==> config.mk <==
export PLATFORM = sky130hd
export DESIGN_NAME = traffic_light_ctrl
export DESIGN_NICKNAME = d
export VERILOG_FILES = /design/src/rtl/traffic_pkg.sv /design/src/rtl/phase_timer.sv /design/src/rtl/traffic_light_ctrl.sv
export SDC_FILE = /design/constraint.sdc
export NUM_CORES = 1
export LEC_CHECK = 0
export BUFFER_PORTS_ARGS = -buffer_cell sky130_fd_sc_hd__buf_2
export CAP_MARGIN = 15
export CORE_AREA = 2 2 39 41
export DETAILED_ROUTE_END_ITERATION = 12
export DIE_AREA = 0 0 41 43
export PLACE_DENSITY = 0.62
export SYNTH_ARGS = -nofsm -noshare
export SYNTH_HDL_FRONTEND = slang
export SYNTH_SLANG_ARGS = --single-unit
export TNS_END_PERCENT = 10
==> constraint.sdc <==
create_clock -name clk -period 1.8 [get_ports clk]
set_clock_uncertainty 0.2 [all_clocks]
set_input_delay 0.27 -clock clk [delete_from_list [all_inputs] [get_ports clk]]
set_output_delay 0.27 -clock clk [all_outputs]
set_load 0.1 [all_outputs]
==> src/rtl/traffic_pkg.sv <==
// Shared lamp encodings and FSM state codes for the intersection controller.
package traffic_pkg;

  localparam logic [1:0] LAMP_RED    = 2'b00;
  localparam logic [1:0] LAMP_YELLOW = 2'b01;
  localparam logic [1:0] LAMP_GREEN  = 2'b10;

  // Codes 5-7 are unused and recover to ST_HG.
  typedef enum logic [2:0] {
    ST_HG = 3'd0,
    ST_HY = 3'd1,
    ST_FG = 3'd2,
    ST_FY = 3'd3,
    ST_AR = 3'd4
  } state_e;

endpackage

==> src/rtl/phase_timer.sv <==
// Saturating phase counter; reports when the short and long intervals have elapsed.
module phase_timer #(
  parameter int SHORT_CYCLES = 5,
  parameter int LONG_CYCLES  = 10
) (
  input  logic clk,
  input  logic reset,
  input  logic restart,
  output logic short_done,
  output logic long_done
);

  localparam int CW = $clog2(LONG_CYCLES + 1);
  localparam logic [CW-1:0] SHORT_LAST = CW'(SHORT_CYCLES - 1);
  localparam logic [CW-1:0] LONG_LAST  = CW'(LONG_CYCLES - 1);

  logic [CW-1:0] r_cnt;

  // Holds at LONG_LAST so an idle highway green never wraps.
  always_ff @(posedge clk) begin
    if (reset || restart)
      r_cnt <= '0;
    else if (r_cnt < LONG_LAST)
      r_cnt <= r_cnt + 1'b1;
  end

  assign short_done = (r_cnt >= SHORT_LAST);
  assign long_done  = (r_cnt >= LONG_LAST);

endmodule

==> src/rtl/traffic_light_ctrl.sv <==
// Highway/farm-road Moore controller; farm green only on sensor demand.
// Optional all-red clearance between phases: define TRAFFIC_ALL_RED_EN.
module traffic_light_ctrl
  import traffic_pkg::*;
#(
  parameter int SHORT_CYCLES = 5,
  parameter int LONG_CYCLES  = 10
) (
  input  logic       clk,
  input  logic       reset,
  input  logic       car,
  output logic [1:0] hl,
  output logic [1:0] fl,
  output logic [2:0] state_o,
  output logic       phase_start
);

  state_e r_state;
  state_e w_next;
  logic   w_restart;
  logic   w_short_done;
  logic   w_long_done;
  logic   r_phase_start;

`ifdef TRAFFIC_ALL_RED_EN
  // 1: current all-red phase leads to farm green, 0: to highway green.
  logic   r_to_farm;
  logic   w_to_farm_nxt;
`endif

  phase_timer #(
    .SHORT_CYCLES (SHORT_CYCLES),
    .LONG_CYCLES  (LONG_CYCLES)
  ) u_timer (
    .clk        (clk),
    .reset      (reset),
    .restart    (w_restart),
    .short_done (w_short_done),
    .long_done  (w_long_done)
  );

  always_comb begin
    w_next = r_state;
`ifdef TRAFFIC_ALL_RED_EN
    w_to_farm_nxt = r_to_farm;
`endif
    case (r_state)
      ST_HG: if (w_long_done && car) w_next = ST_HY;
      ST_HY: if (w_short_done) begin
`ifdef TRAFFIC_ALL_RED_EN
        w_next        = ST_AR;
        w_to_farm_nxt = 1'b1;
`else
        w_next = ST_FG;
`endif
      end
      ST_FG: if (!car || w_long_done) w_next = ST_FY;
      ST_FY: if (w_short_done) begin
`ifdef TRAFFIC_ALL_RED_EN
        w_next        = ST_AR;
        w_to_farm_nxt = 1'b0;
`else
        w_next = ST_HG;
`endif
      end
`ifdef TRAFFIC_ALL_RED_EN
      ST_AR: if (w_short_done) w_next = r_to_farm ? ST_FG : ST_HG;
`endif
      default: w_next = ST_HG;
    endcase
  end

  assign w_restart = (w_next != r_state);

  always_ff @(posedge clk) begin
    if (reset) begin
      r_state       <= ST_HG;
      r_phase_start <= 1'b1;
    end else begin
      r_state       <= w_next;
      r_phase_start <= w_restart;
    end
  end

`ifdef TRAFFIC_ALL_RED_EN
  always_ff @(posedge clk) begin
    if (reset)
      r_to_farm <= 1'b0;
    else
      r_to_farm <= w_to_farm_nxt;
  end
`endif

  // Lamps decode from the state register only, so they never glitch on car.
  always_comb begin
    hl = LAMP_RED;
    fl = LAMP_RED;
    case (r_state)
      ST_HG:   hl = LAMP_GREEN;
      ST_HY:   hl = LAMP_YELLOW;
      ST_FG:   fl = LAMP_GREEN;
      ST_FY:   fl = LAMP_YELLOW;
      default: ;
    endcase
  end

  assign state_o     = r_state;
  assign phase_start = r_phase_start;

endmodule

==> results of run 1 <==
==> through the flow <==
step | setup WS [ps] | hold slack [ps] | power, mW
finish | 109 | 304 | 0.389
global route | 31.6 | 336 | 0.414
CTS | 44.3 | 310 | 0.400
detailed placement | 181 | 247 | 0.245
global placement | 186 | 238 | 0.245
floorplan | -160 | 137 | 0.234
==> how the worst min path moves through the flow <==
stage                                start          endpoint  slack (ps)  cells after the start
final                     u_timer.r_cnt[1]  u_timer.r_cnt[1]         300                      2
after global routing      u_timer.r_cnt[1]  u_timer.r_cnt[1]         340                      2
after floorplan                      reset        state_o[1]         140                      1
after detailed placement             reset        state_o[1]         250                      2
after CTS                 u_timer.r_cnt[1]  u_timer.r_cnt[1]         310                      2
after global placement               reset        state_o[1]         240                      2
==> cells by family after synthesis <==
family / Yosys count / share of synthesized area [%]
AOI/OAI and AO/OA: 10 / 17.9
buffers and inverters: 3 / 2.65
DFF: 8 / 37.6
and+or+nand+nor: 17 / 30.0
other: 1 / 0.882
xor gates and xnor gates: 1 / 2.06
adders and majority gates: 3 / 8.82
==> cells in the mapped netlist, types with 2 or more instances <==
master	instances
a21oi_1	4
inv_1	3
nor3b_1	3
o21ai_0	2
ha_1	3
nor3_1	3
nand2b_1	2
nand3_1	2
dfxtp_1	8
==> metal layers <==
metal	global-route usage, %	part of all wire [%]	vias up
li1	-	-	185
met1	14.6	47	166
met2	17.8	46	10
met3	3.14	6.0	2
met4	10.0	1.1	0
met5	0	0	-
==> flip-flops by register name (all words and copies together), names as in the netlist <==
name and flops:
phase_start 1, u_timer.r_cnt 4, state_o 3
==> power by group through the flow <==
| stage | Sequential (mW) | Clock [mW] | Combinational (mW) |
|---|---|---|---|
| 3_3_place_gp | 0.190 | 0 | 0.0547 |
| 3_5_place_dp | 0.190 | 0 | 0.0550 |
| 5_1_grt | 0.187 | 0.166 | 0.0612 |
| 4_1_cts | 0.186 | 0.156 | 0.0571 |
| 6_report | 0.186 | 0.146 | 0.0568 |
| 2_1_floorplan | 0.207 | 0 | 0.0279 |
==> layout by cell type, fill, tap and decap left out <==
cell | Yosys | final
buf_2 | 0 | 7
dfxtp_1 | 8 | 5
a21oi_1 | 4 | 4
clkbuf_4 | 0 | 4
inv_1 | 3 | 3
ha_1 | 3 | 3
nor3b_4 | 0 | 2
nor3_1 | 3 | 2
nand3_1 | 2 | 2
o21ai_0 | 2 | 2
nand2b_1 | 2 | 2
buf_12 | 0 | 2
dfxtp_4 | 0 | 2
nor3_4 | 0 | 1
and3b_2 | 1 | 1
o21ai_2 | 1 | 1
xor2_1 | 1 | 1
nand4bb_1 | 1 | 1
nor3b_2 | 1 | 1
or4b_4 | 1 | 1
nor2_1 | 1 | 1
o2111ai_2 | 1 | 1
nor3b_1 | 3 | 1
o21a_1 | 1 | 1
a311oi_2 | 1 | 1
nor2b_1 | 1 | 1
nor3_2 | 1 | 1
clkbuf_1 | 0 | 1
dlygate4sd3_1 | 0 | 1
dfxtp_2 | 0 | 1
conb_1 | 1 | 1
==> final cells by class <==
class                      instances  area share [%]
clock buffer                       4            4.33
inverter                           3            1.86
multi-input combinational         32            47.4
sequential                         8            27.8
tap                               16            3.30
timing repair buffer              11            15.3
==> critical path, delay by kind of cell, from the launching register on <==
kind	cells	cell delay, ps
and+or+nand+nor	1	160
DFF	1	370
buffers and inverters	1	440
==> timing repair <==
item                       4_1_cts  5_1_grt
hold buffers                     1        0
setup endpoints to repair        0        1
resized for setup                0        1
hold endpoints to repair         1        0
==> out/metrics.csv, run 1 <==
metric,value,unit
status,"finished, final reports clean",
starting density of the core,30.7,%
DRC Markers,0,
IO buf count,10,
Clock Power Share,37.5,%
gr ovfl total,0,
Synth Area per Inst,9.89,um2
largest net degree at the start of global routing,10,
register area,169,um2
Hold Crit Class,reg2reg,
period utilization,94.0,%
final core occ,43.9,%
routability-driven placement congestion ratio,0.737,
final instance count without filler cells,74,
worst r2r path cells,5,
max_cap viols,0,
mapped cell area,425,um2
initial antenna violation count,0,
CTS Buffer Depth,2,
Via density,4.91,
proportion of layout cells with a drive suffix above 1,44.8,%
static leakage,0.226,nW
Sw Ratio,28.1,%
final setup vio count,0,
Setup crit start,state_o[1],
CTS H-Tree Depth,1,
Max Clk Rate,591,MHz
post-CTS setup buffer count,0,
combinational share of power,14.6,%
Rows,14,
Detailed Route WL,832,um
number of synthesized flops with an enable pin,0,
worst reg2reg setup slack,180,ps
full die area,1760,um2
"CTS clk-pin slew, worst paths",50,ps
area used by multi-input combinational logic,288,um2
P_int,0.280,mW
Crit Reg-Reg Startpoint,u_timer.r_cnt[1],
total core area,1380,um2
die height,43,um
First-pass DRT Iterations,4,
Critical Path AT,1220,ps
register share of total power,47.9,%
Worst Path Required,1330,ps
max-slew violation count,0,
Peak VDD IR,0.354,mV
Synth area leaders,"dfxtp_1 (38%), ha_1 (8.8%), nor3b_1 (5.3%)",
async set or reset register ratio after synthesis,0,%
Clock Latency Late Sink,250,ps
number of fill cells in the layout,141,
Die Wd,41,um
sequential area share after synthesis,37.6,%
drt initial violations,4,
Critical Path End Type,primary output,
Antenna Nets Post-Route,0,
"Design Area, Final",607,um2
Inst Count DP,69,
area share of the largest cell type after synthesis,37.6,%
Hold Fails Final Rpt,0,
crit path kind,reg2out,
Post-DP Area,568,um2
number of library cell types mapped by synthesis,22,
#FFs+latches synth,8,
DR vias,363,
DP HPWL,621,um
fin nets,65,
crit path to,hl[1],
worst path cell trace,nor3_4 > buf_2,
wire length per cell,11.2,um
crit path launch type,flop,
clk root buf,clkbuf_4,
delay of the slowest critical-path stage,440,ps
Net Sw Power,0.109,mW
Syn-to-layout area delta,42.6,%
Slowest cell on crit path,buf_2,
largest area contributor in the netlist,dfxtp_1,
RSZ-0062 raised after global routing,no,
Post-Syn Instances,43,
I/O pins,11,
setup TNS,0,ps
crit path time final,1690,ps
synthesis warning total,0,
post-synthesis net count,49,
capturing point of the worst reg2reg path,u_timer.r_cnt[2],
gr usage total,12.4,%
PD cells,641,nW/um2
vias in the first global route,356,
CTS tree,done,
global-route wire length before repair,1.46,mm
top_reg_cell synth,dfxtp_1,
CTS Sinks,8,
# diodes,0,
CTS Buf Count,3,
critical-path maximum fanout,7,
(Power assumes the default switching activity.)
==> run 2, diff against run 1 <==
==> constraint.sdc (replaced) <==
create_clock -name clk -period 2.2 [get_ports clk]
set_clock_uncertainty 0.2 [all_clocks]
set_input_delay 0.33 -clock clk [delete_from_list [all_inputs] [get_ports clk]]
set_output_delay 0.33 -clock clk [all_outputs]
set_load 0.1 [all_outputs]
==> run 2 against run 1 <==
Via count fell by 3.9%; first-iteration DRC count rose by 25%; highest routed layer unchanged; clock power is 16% lower; utilization decreased by 3.3 points; critical path depth unchanged; power down 17%; flip-flop and latch count did not move.
==> out/metrics.csv, run 2 (synthesized netlist as in run 1, its figures left out) <==
metric,value,unit,change
status,"finished, final reports clean",,
Slowest cell on crit path,buf_2,,
P_int,0.229,mW,-18%
Clock Latency Late Sink,250,ps,about the same
Resized Gates After CTS,0,,unchanged
hold_buf cts,0,,-1
Setup crit start,state_o[1],,
Critical Path End Type,primary output,,
Critical Path AT,1310,ps,+90 ps
period utilization,83.7,%,
Detailed Route WL,808,um,-2.9%
Hold Fails Final Rpt,0,,unchanged
CTS H-Tree Depth,1,,unchanged
max_cap viols,0,,unchanged
capturing point of the worst reg2reg path,u_timer.r_cnt[2],,
Peak VDD IR,0.296,mV,-16%
delay of the slowest critical-path stage,440,ps,about the same
Via density,4.78,,-2.5%
critical-path maximum fanout,7,,unchanged
PD cells,571,nW/um2,-11%
Die Wd,41,um,unchanged
pre-CTS setup slack,583,ps,+402 ps
static leakage,0.217,nW,-3.9%
max-slew violation count,0,,unchanged
total core area,1380,um2,unchanged
"commonest non-fill, non-tap cell in the layout",buf_2,,
DP HPWL,571,um,-8.2%
Crit Reg-Reg Startpoint,u_timer.r_cnt[0],,
"Design Area, Final",562,um2,-7.4%
IO buf count,10,,unchanged
fin nets,64,,-1.5%
initial antenna violation count,0,,unchanged
setup ws final,359,ps,+251 ps
Sw Ratio,28.6,%,+0.54 points
RSZ-0062 raised after global routing,no,,
crit path time final,1840,ps,
Clock Power Share,38.1,%,+0.6 points
die height,43,um,unchanged
max reg flops,4,,unchanged
CTS tree,done,,
CTS Sinks,8,,unchanged
WHS Path Cells,2,,unchanged
Hold Path Origin,reset,,
gr usage total,11.2,%,-1.2 points
worst reg2reg setup slack,570,ps,+390 ps
Syn-to-layout area delta,32.1,%,
largest net degree at the start of global routing,10,,unchanged
starting density of the core,30.7,%,unchanged
final setup vio count,0,,unchanged
Rows,14,,unchanged
clk root buf,clkbuf_4,,
proportion of layout cells with a drive suffix above 1,45.6,%,+0.79 points
total design power,0.321,mW,-17%
Reg with most FFs,u_timer.r_cnt,,
post-CTS setup buffer count,0,,unchanged
crit path launch type,flop,,
full die area,1760,um2,unchanged
"CTS clk-pin slew, worst paths",60,ps,about the same
Worst Path Required,1670,ps,+340 ps
most frequent cells in the layout,"buf_2 (10), dfxtp_1 (5), a21oi_1 (4)",,
Max Clk Rate,543,MHz,
drt initial violations,5,,+1
I/O pins,11,,unchanged
gr ovfl total,0,,unchanged
wire length per cell,11.1,um,-1.6%
CTS Buf Count,3,,unchanged
Net Sw Power,0.0919,mW,-16%
vias in the first global route,309,,-13%
DRC Markers,0,,unchanged
crit path kind,reg2out,,
Worst Hold End,state_o[1],,
First-pass DRT Iterations,4,,unchanged
Antenna Nets Post-Route,0,,unchanged
worst r2r path cells,5,,unchanged
register share of total power,47.9,%,about the same
DR vias,349,,-3.9%
global-route wire length before repair,1.30,mm,-10%
CTS Buffer Depth,2,,unchanged
combinational share of power,14.0,%,-0.6 points
worst path cell trace,nor3b_4 > buf_2,,
# diodes,0,,unchanged
Hold Crit Class,in2reg,,
Post-DP Area,536,um2,-5.7%
routability-driven placement congestion ratio,0.750,,+1.9%
[run 2: power by group through the flow]
stage / combinational [mW] / clock (mW) / sequential, mW
2_1_floorplan: 0.0228 / 0 / 0.170
3_3_place_gp: 0.0449 / 0 / 0.157
3_5_place_dp: 0.0448 / 0 / 0.157
4_1_cts: 0.0450 / 0.129 / 0.154
5_1_grt: 0.0481 / 0.135 / 0.154
6_report: 0.0448 / 0.122 / 0.154
[run 2: layout make-up]
class	instances	area (um2)
Fill cell	138	822
Multi-Input combinational cell	32	288
Sequential cell	8	166
Timing Repair Buffer	10	50.0
Clock buffer	4	26.3
Tap cell	16	20.0
Inverter	3	11.3
[run 2: worst max-delay path by stage]
stage	end	cells after the start
4_1_cts	fl[1]	2
3_5_place_dp	u_timer.r_cnt[2]	5
2_1_floorplan	fl[1]	1
3_3_place_gp	u_timer.r_cnt[2]	5
6_report	fl[1]	2
5_1_grt	fl[1]	2
[run 2: stage by stage]
step	utilization, %	cells	setup TNS [ps]	hold slack [ps]
after floorplan	-	43	-12.3	199
after CTS	40.6	73	0	27.9
after global routing	40.6	73	0	37.5
after global placement	38.7	69	0	297
final	40.6	73	0	38.5
after detailed placement	38.7	69	0	305
[run 2: worst max-delay path, delay by kind of cell (launching register included)]
kind	cells	cell delay, ps
AND/OR/NAND/NOR	1	190
buffers and inverters	1	440
flip-flops	1	420
[run 2: metal layers]
layer | global-route usage [%] | vias up | share of wire [%]
met3 | 3.66 | 2 | 7.4
met2 | 14.1 | 14 | 41
met4 | 10.0 | 0 | 1.4
met5 | 0 | - | 0
li1 | - | 184 | -
met1 | 14.3 | 149 | 50
==> run 3, diff against run 2 <==
--- a/config.mk
+++ b/config.mk
@@ -10,7 +10,7 @@
 export CORE_AREA = 2 2 39 41
 export DETAILED_ROUTE_END_ITERATION = 12
 export DIE_AREA = 0 0 41 43
-export PLACE_DENSITY = 0.62
+export PLACE_DENSITY = 0.64
 export SYNTH_ARGS = -nofsm -noshare
 export SYNTH_HDL_FRONTEND = slang
 export SYNTH_SLANG_ARGS = --single-unit
==> constraint.sdc (replaced) <==
create_clock -name clk -period 1.6 [get_ports clk]
set_clock_uncertainty 0.2 [all_clocks]
set_input_delay 0.24 -clock clk [delete_from_list [all_inputs] [get_ports clk]]
set_output_delay 0.24 -clock clk [all_outputs]
set_load 0.1 [all_outputs]
==> run 3 against run 2 <==
Sequential power rose by 34%; global-route usage rose by 4.2 points; largest power group unchanged; highest routed layer unchanged; combinational power rose by 120%; hold slack improved by 63 ps; clock-buffer cell count did not move; critical path type unchanged; clock power rose by 33%.
==> out/metrics.csv, run 3 (synthesized netlist as in run 1, its figures left out) <==
metric,value,unit,change
status,"finished, final reports clean",,
Rows,14,,unchanged
"CTS clk-pin slew, worst paths",50,ps,about the same
worst reg2reg setup slack,20,ps,-550 ps
pre-CTS setup slack,32.7,ps,-550 ps
# diodes,0,,unchanged
setup ws final,11.7,ps,-348 ps
Critical Path End Type,primary output,,
final instance count without filler cells,83,,+14%
CTS Buf Count,3,,unchanged
proportion of layout cells with a drive suffix above 1,55.2,%,+9.6 points
First-pass DRT Iterations,2,,-2
Final Hold Slack,102,ps,+63.3 ps
gr ovfl total,0,,unchanged
vias in the first global route,437,,+41%
clk root buf,clkbuf_4,,
global-route wire length before repair,1.77,mm,+35%
crit path time final,1590,ps,
Setup crit start,state_o[2],,
capturing point of the worst reg2reg path,u_timer.r_cnt[2],,
Critical Path AT,1150,ps,-160 ps
Hold Fails Final Rpt,0,,unchanged
most frequent cells in the layout,"buf_12 (6), buf_4 (6), a21oi_1 (4), buf_2 (4), dfxtp_1 (4)",,
largest net degree at the start of global routing,9,,-1
Syn-to-layout area delta,80.3,%,
DR vias,403,,+15%
Via density,4.86,,+1.6%
crit path launch type,flop,,
Max Clk Rate,630,MHz,
Antenna Nets Post-Route,0,,unchanged
max reg flops,4,,unchanged
DP HPWL,758,um,+33%
crit path to,fl[1],,
drt initial violations,4,,-1
Reg with most FFs,u_timer.r_cnt,,
Peak VDD IR,0.342,mV,+15%
full die area,1760,um2,unchanged
Hold Crit Class,in2reg,,
total core area,1380,um2,unchanged
RSZ-0062 raised after global routing,yes,,
critical-path maximum fanout,4,,-3
total design power,0.467,mW,+46%
Inst Count DP,75,,+8.7%
CTS H-Tree Depth,1,,unchanged
max_cap viols,0,,unchanged
Post-DP Area,673,um2,+26%
I/O pins,11,,unchanged
"Design Area, Final",767,um2,+37%
Die Wd,41,um,unchanged
period utilization,99.3,%,
Detailed Route WL,1.05,mm,+30%
Clock Latency Late Sink,250,ps,about the same
DRC Markers,0,,unchanged
initial antenna violation count,0,,unchanged
PD cells,609,nW/um2,+6.6%
IO buf count,10,,unchanged
Crit Reg-Reg Startpoint,state_o[2],,
CTS tree,done,,
CTS Buffer Depth,2,,unchanged
fin nets,74,,+16%
starting density of the core,30.7,%,unchanged
max-slew violation count,0,,unchanged
crit path kind,reg2out,,
die height,43,um,unchanged
routability-driven placement congestion ratio,0.858,,+14%
worst r2r path cells,4,,-1
Worst Path Required,1160,ps,-510 ps
static leakage,0.297,nW,+37%
wire length per cell,12.7,um,+14%
final setup vio count,0,,unchanged
gr usage total,15.4,%,+4.2 points
CTS Sinks,8,,unchanged
-- run 3: changes by cell type in the layout (fill, tap and decap cells not counted), sizes merged --
cell,previous run,this run
buf,10,19
dlygate4sd3,0,1
-- run 3: routing by layer --
metal / vias to the layer above / routed length [um] / global-route usage [%]
met4: 0 / 4 / 8.00
met3: 2 / 51 / 4.71
met5: - / 0 / 0
li1: 205 / - / -
met1: 179 / 371 / 15.9
met2: 17 / 622 / 25.9
-- run 3: how the worst min path moves through the flow --
stage,from,to,slack (ps),cells after the start
floorplan,reset,state_o[1],110,1
global placement,reset,state_o[1],210,2
detailed placement,reset,state_o[1],210,2
CTS,reset,state_o[0],60,3
global route,reset,phase_start,110,3
finish,reset,phase_start,100,3
-- run 3: cell type report --
cell class,instances,area [um2]
Fill cell,120,617
Multi-Input combinational cell,32,310
Timing Repair Buffer,20,229
Sequential cell,8,170
Clock buffer,4,26.3
Tap cell,16,20.0
Inverter,3,11.3
-- run 3: power breakdown --
| group | leakage, nW | internal [mW] | switching (mW) |
|---|---|---|---|
| clock | 0.0150 | 0.0953 | 0.0670 |
| sequential | 0.0674 | 0.202 | 0.00451 |
| combinational | 0.215 | 0.0399 | 0.0582 |
| total | 0.297 | 0.337 | 0.130 |
-- run 3: repair_timing --
item | 4_1_cts | 5_1_grt
buffers inserted | 3 | 0
hold endpoints to repair | 1 | 0
pin swaps | 1 | 5
hold buffers | 1 | 0
endpoints found under the setup margin | 4 | 9
gates resized for setup | 3 | 5
-- run 3: critical path, cell delays in order, from the launching register on --
cell and delay [ps]:
dfxtp_2 340, buf_4 150, nor3b_4 200, buf_12 200
-- run 3: stage by stage --
step | util (%) | setup TNS, ps
2_1_floorplan | - | -1230
5_1_grt | 55.4 | -174
6_report | 55.4 | 0
4_1_cts | 53.7 | -9.82
3_3_place_gp | 48.6 | 0
3_5_place_dp | 48.6 | 0
